===== config.mk =====
export PLATFORM = sky130hd
export DESIGN_NAME = mem_port_arbiter
export DESIGN_NICKNAME = d
export VERILOG_FILES = /design/src/rtl/mem_arb_pkg.sv /design/src/rtl/arb_starve_cnt.sv /design/src/rtl/mem_port_arbiter.sv
export SDC_FILE = /design/constraint.sdc
export NUM_CORES = 1
export LEC_CHECK = 0
export ABC_CLOCK_PERIOD_IN_PS = 1800
export CORE_AREA = 2 2 106 108
export DETAILED_ROUTE_END_ITERATION = 10
export DIE_AREA = 0 0 108 110
export GPL_ROUTABILITY_DRIVEN = 0
export SYNTH_ARGS = -nofsm -noshare
export SYNTH_HDL_FRONTEND = slang
export SYNTH_HIERARCHICAL = 1
export SYNTH_SLANG_ARGS = --single-unit

===== constraint.sdc =====
create_clock -name clk -period 1.8 [get_ports clk]
set_input_delay 0.27 -clock clk [delete_from_list [all_inputs] [get_ports clk]]
set_output_delay 0.27 -clock clk [all_outputs]
set_load 0.005 [all_outputs]

===== src/rtl/mem_arb_pkg.sv =====
// -----------------------------------------------------------------------------
// mem_arb_pkg
// Shared definitions for the memory port arbiter:
//   - arb_state_e      : arbiter FSM state encoding
//   - STARVE_LIMIT_DEF : default number of consecutive data grants allowed
//                        while a fetch request is waiting
//   - cnt_width()      : width of a saturating counter that must reach 'limit'
// -----------------------------------------------------------------------------
package mem_arb_pkg;

    typedef enum logic [1:0] {
        ST_IDLE   = 2'b00,
        ST_WAIT_I = 2'b01,
        ST_WAIT_D = 2'b10
    } arb_state_e;

    localparam int STARVE_LIMIT_DEF = 4;

    // Smallest counter width able to hold 'limit'; never narrower than one bit.
    function automatic int cnt_width(input int limit);
        if (limit < 1) begin
            return 1;
        end else begin
            return $clog2(limit + 1);
        end
    endfunction

endpackage : mem_arb_pkg


===== src/rtl/arb_starve_cnt.sv =====
// -----------------------------------------------------------------------------
// arb_starve_cnt
// Saturating starvation counter for the fetch requester. Counts data grants
// that were given while a fetch request was pending; o_hit tells the arbiter
// that the fetch side must win the next arbitration.
// Ports:
//   clk    : clock, all state on posedge
//   reset  : synchronous active-high reset
//   i_inc  : data grant issued while fetch request pending
//   i_clr  : fetch granted, or no fetch request pending
//   o_hit  : counter has reached LIMIT
// -----------------------------------------------------------------------------
module arb_starve_cnt
    import mem_arb_pkg::*;
#(
    parameter int LIMIT = STARVE_LIMIT_DEF
) (
    input  logic clk,
    input  logic reset,
    input  logic i_inc,
    input  logic i_clr,
    output logic o_hit
);

    localparam int            CW  = cnt_width(LIMIT);
    localparam logic [CW-1:0] LIM = CW'(LIMIT);

    logic [CW-1:0] r_cnt;
    logic [CW-1:0] w_cnt_nxt;

    // Next count: clear wins, increment saturates at LIM.
    always_comb begin
        w_cnt_nxt = r_cnt;
        if (i_clr) begin
            w_cnt_nxt = {CW{1'b0}};
        end else if (i_inc && (r_cnt != LIM)) begin
            w_cnt_nxt = r_cnt + {{(CW-1){1'b0}}, 1'b1};
        end else begin
            w_cnt_nxt = r_cnt;
        end
    end

    // Counter register.
    always_ff @(posedge clk) begin
        if (reset) begin
            r_cnt <= {CW{1'b0}};
        end else begin
            r_cnt <= w_cnt_nxt;
        end
    end

    assign o_hit = (r_cnt == LIM);

endmodule : arb_starve_cnt


===== src/rtl/mem_port_arbiter.sv =====
// -----------------------------------------------------------------------------
// mem_port_arbiter
// Shares one memory port between an instruction-fetch requester (i_*) and a
// load/store requester (d_*). At most one transaction is outstanding; a new
// grant may be issued in the same cycle the previous response returns.
// Data has priority; with MEM_ARB_STARVE_GUARD_EN defined, fetch wins once
// STARVE_LIMIT consecutive data grants were given while i_req was waiting.
// Without the macro, data priority is strict and no counter exists.
//
// Ports:
//   clk, reset                 : clock, synchronous active-high reset
//   i_req, i_addr, i_flush     : fetch request / address / redirect
//   i_gnt, i_rvalid, i_rdata   : fetch accept / response pulse / data
//   d_req, d_we, d_be, d_addr,
//   d_wdata                    : data request and command fields
//   d_gnt, d_rvalid, d_rdata   : data accept / response or write ack / data
//   mem_req, mem_we, mem_be,
//   mem_addr, mem_wdata        : shared memory command (grant cycle only)
//   mem_rvalid, mem_rdata      : memory response, one per mem_req
//   busy                       : transaction outstanding
//
// Grant, mem_req and command fields are combinational from the requests so a
// grant costs no extra cycle; responses are forwarded in the cycle they arrive.
// -----------------------------------------------------------------------------
module mem_port_arbiter
    import mem_arb_pkg::*;
#(
    parameter int STARVE_LIMIT = STARVE_LIMIT_DEF,
    parameter int AW           = 32
) (
    input  logic          clk,
    input  logic          reset,
    // fetch side
    input  logic          i_req,
    input  logic [AW-1:0] i_addr,
    input  logic          i_flush,
    output logic          i_gnt,
    output logic          i_rvalid,
    output logic [31:0]   i_rdata,
    // data side
    input  logic          d_req,
    input  logic          d_we,
    input  logic [3:0]    d_be,
    input  logic [AW-1:0] d_addr,
    input  logic [31:0]   d_wdata,
    output logic          d_gnt,
    output logic          d_rvalid,
    output logic [31:0]   d_rdata,
    // memory port
    output logic          mem_req,
    output logic          mem_we,
    output logic [3:0]    mem_be,
    output logic [AW-1:0] mem_addr,
    output logic [31:0]   mem_wdata,
    input  logic          mem_rvalid,
    input  logic [31:0]   mem_rdata,
    // status
    output logic          busy
);

    if (STARVE_LIMIT < 0) begin : g_bad_limit
        $error("mem_port_arbiter: STARVE_LIMIT must be non-negative");
    end

    arb_state_e r_state;
    arb_state_e w_state_nxt;
    logic       r_drop;
    logic       w_drop_nxt;

    logic w_resp;
    logic w_grant_slot;
    logic w_fetch_win;
    logic w_i_gnt;
    logic w_d_gnt;
    logic w_starve_hit;

`ifdef MEM_ARB_STARVE_GUARD_EN
    arb_starve_cnt #(
        .LIMIT (STARVE_LIMIT)
    ) u_starve_cnt (
        .clk   (clk),
        .reset (reset),
        .i_inc (w_d_gnt && i_req),
        .i_clr (w_i_gnt || !i_req),
        .o_hit (w_starve_hit)
    );
`else
    assign w_starve_hit = 1'b0;
`endif

    // Arbitration: a grant slot exists in IDLE or when the outstanding
    // response arrives; responses in IDLE are spurious and open no slot.
    always_comb begin
        w_resp       = mem_rvalid && (r_state != ST_IDLE);
        w_grant_slot = !reset && ((r_state == ST_IDLE) || w_resp);
        w_fetch_win  = i_req && (!d_req || w_starve_hit);
        w_i_gnt      = w_grant_slot && w_fetch_win;
        w_d_gnt      = w_grant_slot && d_req && !w_fetch_win;
    end

    // Memory command: driven only in a grant cycle, zero otherwise.
    always_comb begin
        mem_req   = 1'b0;
        mem_we    = 1'b0;
        mem_be    = 4'h0;
        mem_addr  = {AW{1'b0}};
        mem_wdata = 32'h0000_0000;
        if (w_i_gnt) begin
            mem_req  = 1'b1;
            mem_be   = 4'hF;
            mem_addr = i_addr;
        end else if (w_d_gnt) begin
            mem_req   = 1'b1;
            mem_we    = d_we;
            mem_be    = d_be;
            mem_addr  = d_addr;
            mem_wdata = d_wdata;
        end else begin
            mem_req = 1'b0;
        end
    end

    // Requester-facing outputs. A flush coinciding with the fetch response
    // discards that response as well.
    always_comb begin
        i_gnt    = w_i_gnt;
        d_gnt    = w_d_gnt;
        i_rvalid = !reset && (r_state == ST_WAIT_I) && mem_rvalid
                   && !r_drop && !i_flush;
        d_rvalid = !reset && (r_state == ST_WAIT_D) && mem_rvalid;
        busy     = !reset && (r_state != ST_IDLE);
        if (i_rvalid) begin
            i_rdata = mem_rdata;
        end else begin
            i_rdata = 32'h0000_0000;
        end
        if (d_rvalid) begin
            d_rdata = mem_rdata;
        end else begin
            d_rdata = 32'h0000_0000;
        end
    end

    // Next-state logic; an illegal encoding recovers to IDLE.
    always_comb begin
        w_state_nxt = r_state;
        case (r_state)
            ST_IDLE, ST_WAIT_I, ST_WAIT_D: begin
                if (w_i_gnt) begin
                    w_state_nxt = ST_WAIT_I;
                end else if (w_d_gnt) begin
                    w_state_nxt = ST_WAIT_D;
                end else if (w_resp) begin
                    w_state_nxt = ST_IDLE;
                end else begin
                    w_state_nxt = r_state;
                end
            end
            default: begin
                w_state_nxt = ST_IDLE;
            end
        endcase
    end

    // Drop flag: marks the outstanding fetch as stale after a redirect.
    // It is consumed by that fetch's response; a flush during a new fetch
    // grant re-arms it for the new transaction.
    always_comb begin
        w_drop_nxt = r_drop;
        if ((r_state == ST_WAIT_I) && mem_rvalid) begin
            w_drop_nxt = 1'b0;
        end else if ((r_state == ST_WAIT_I) && i_flush) begin
            w_drop_nxt = 1'b1;
        end else begin
            w_drop_nxt = r_drop;
        end
        if (w_i_gnt && i_flush) begin
            w_drop_nxt = 1'b1;
        end else begin
            w_drop_nxt = w_drop_nxt;
        end
    end

    // State and drop flag registers.
    always_ff @(posedge clk) begin
        if (reset) begin
            r_state <= ST_IDLE;
            r_drop  <= 1'b0;
        end else begin
            r_state <= w_state_nxt;
            r_drop  <= w_drop_nxt;
        end
    end

endmodule : mem_port_arbiter


==> results by group <==
Timing
  • Fin. Hold Viols: 0
  • Slew @ Worst Pin: 0.249 ns
  • Final Skew: 0.00118 ns
  • Slew headroom: 83.1%
  • Tmin final: 2.15 ns
  • Crit share post-route: 119%
  • RSZ-0062 raised after global routing: true
  • Fmax: 0.466 GHz
  • Final WS setup: -0.346 ns
  • # setup viols final: 116
  • Final Max Slew Viols: 0

Die
  • Boundary pin count: 278
  • Die area: 0.0119 sq mm
  • Rows: 38
  • Core Region: 0.0107 sq mm
  • Die Ht: 110 microns
  • Initial Util: 11.8%
  • Die X: 108 microns

Cells and area
  • Area delta synth->final: 328%
  • Post-layout nets: 673
  • Layout cells sized above 1: 56.1%
  • Antenna diodes: 0
  • Finished Core Util: 50.3%

Drt
  • DRT Pass-1 Iters: 4
  • Antenna viol nets, final: 0
  • Total Wirelength: 12100 microns
  • Via count: 2776
  • Remaining DRCs: 0
  • Routed WL per cell: 18.0 microns
  • Initial detailed-routing violation count: 46
  • Via/cell ratio: 4.12

Pwr
  • Leak: 0.00266 uW
  • Peak VDD IR: 319 uV
  • P per Cell Area: 235 mW/mm^2

Clock network
  • TritonCTS clock tree: done
  • Root Buffer: clkbuf_8
  • Clock-pin slew of the registers on the worst-case setup and hold paths: 0.03 ns
  • Num CTS Buffers: 3
  • H-tree depth: 1
  • CTS Sinks: 3
  • Worst skew pair latency: 0.22 ns
  • Clk buf depth: 2

Placement
  • PortBufs: 277
  • Post-place setup slack: -0.729 ns
  • DP HPWL: 6870 microns

Run
  • Max-cap violations: 0

Synth
  • Post-Synthesis Net Count: 312
  • Count of cell types in the netlist: 22
  • Synth top area cells: and2_1 48%, a22o_1 22%, dfxtp_1 4.8%, buf_6 3.6%, buf_2 3.2%
  • Number of synthesized flops with an enable pin: 0
  • Yosys reg bits: 3
  • Syn. warnings: 6
  • Mean post-synth cell area: 7.27 sq um
  • Mapped Cells: 173
  • Post-synth top area share: 48.3%
  • Synth async-reset ratio: 0%
  • Synthesized cell area: 0.00126 sq mm
  • Sequential area share after synthesis: 4.78%
  • Ys flop type: dfxtp_1
  • Synth area leader: and2_1

Global route
  • Initial antenna violation count: 0
  • Gr usage total: 18.3%
  • GRT overflow: 0
  • Vias in the first global route: 2877
  • Pin count of the biggest net entering global routing: 12
  • Global-route wire length before repair: 16500 microns

Worst setup path
  • Critical Path AT: 1.88 ns
  • Crit path required time: 1.53 ns
  • Crit path capture type: primary output
  • Critical path class: register to primary output
  • CP Launch Type: register
  • CP Max Fanout: 5

Status
  • Status: finished, violations left
  • Failing checks: setup timing

Worst hold path
  • Tightest Hold Check Type: input port to register
[metal layers]
metal  track usage, %  wire (microns)  share of wire, %
met3             4.47            1120               9.2
met2             38.0            6700                55
met1             18.3            4170                34
met5                0               0                 0
met4             3.66             143               1.2
[stage by stage]
stage	TNS [ns]	hold slack, ns	cell area [sq um]	power [uW]	instances
after CTS	-36.23	0.525	5310	1270	672
after global placement	-82.51	0.603	4240	795	583
final	-22.44	0.531	5380	1260	673
after global routing	-32.19	0.564	5380	1330	673
after floorplan	0	0.410	1260	246	173
after detailed placement	-85.52	0.600	4240	798	583
[power breakdown]
| group | internal (uW) | switching, uW | leakage (uW) |
|---|---|---|---|
| logic | 694 | 295 | 0.00261 |
| clock network | 151 | 47.1 | 0.0000228 |
| registers | 71.7 | 3.74 | 0.0000249 |
[logic make-up after synthesis]
logic type | Yosys count | share of synthesized area [%]
and+or+nand+nor | 110 | 58.2
AOI/OAI and AO/OA | 42 | 28.3
buffers and inverters | 18 | 8.76
DFF | 3 | 4.78
[cell usage in the layout, fill, tap and decap left out, types with 2 or more instances in the layout]
| cell type | count |
|---|---|
| a22o_4 | 2 |
| buf_6 | 102 |
| and2_4 | 52 |
| clkdlybuf4s15_2 | 4 |
| buf_2 | 79 |
| clkdlybuf4s50_1 | 136 |
| nor2b_1 | 3 |
| nand3b_1 | 2 |
| clkbuf_16 | 3 |
| a22o_1 | 30 |
| buf_4 | 17 |
| a21o_1 | 4 |
| clkbuf_8 | 3 |
| nor2_1 | 2 |
| a21oi_1 | 2 |
| buf_8 | 8 |
| and2_1 | 45 |
| buf_16 | 12 |
| dlygate4sd2_1 | 3 |
| buf_12 | 9 |
| dfxtp_1 | 2 |
[worst paths after layout]
kind / startpoint / endpoint / slack, ns / depth (start not counted)
setup / recovery: r_state[1] / mem_wdata[3] / -0.35 / 9
setup reg to reg: r_state[1] / r_drop / 0.29 / 7
hold / removal: reset / r_state[1] / 0.53 / 3
hold reg to reg: r_state[1] / r_state[1] / 0.64 / 3
[synth_stat cells, drive strengths merged, types with 2 or more instances]
| cell | number |
|---|---|
| a21o | 4 |
| nand3b | 2 |
| nor2b | 3 |
| buf | 12 |
| and2 | 97 |
| a21oi | 2 |
| clkbuf | 6 |
| nor2 | 2 |
| dfxtp | 3 |
| a22o | 32 |
[worst max-delay path, cell delays in order, from the launching register on]
cell             delay [ns]
dfxtp_2                0.32
buf_6                  0.11
o21ba_4                0.21
nor3b_4                0.20
buf_12                 0.14
buf_8                  0.10
buf_6                  0.14
buf_16                 0.12
and2_1                 0.12
clkdlybuf4s15_2        0.20
[layout make-up]
type | instances | area, sq um
Fill cell | 991 | 5320
Tap cell | 140 | 175
Timing Repair Buffer | 374 | 3840
Sequential cell | 3 | 61.3
Clock buffer | 4 | 45.0
Multi-Input combinational cell | 152 | 1250
[what timing repair did]
item                       4_1_cts  5_1_grt
resized for setup              700       51
buffers inserted                66       12
hold buffers                     0        0
setup endpoints to repair      138      137
pin swaps                       58       24
hold endpoints to repair         0        0
cloned                          21        2
[sequential cells by signal, summed over array words and instances, names as in the netlist]
register / flops
r_drop: 1
r_state: 2
Power figures use the tool's default switching activity.
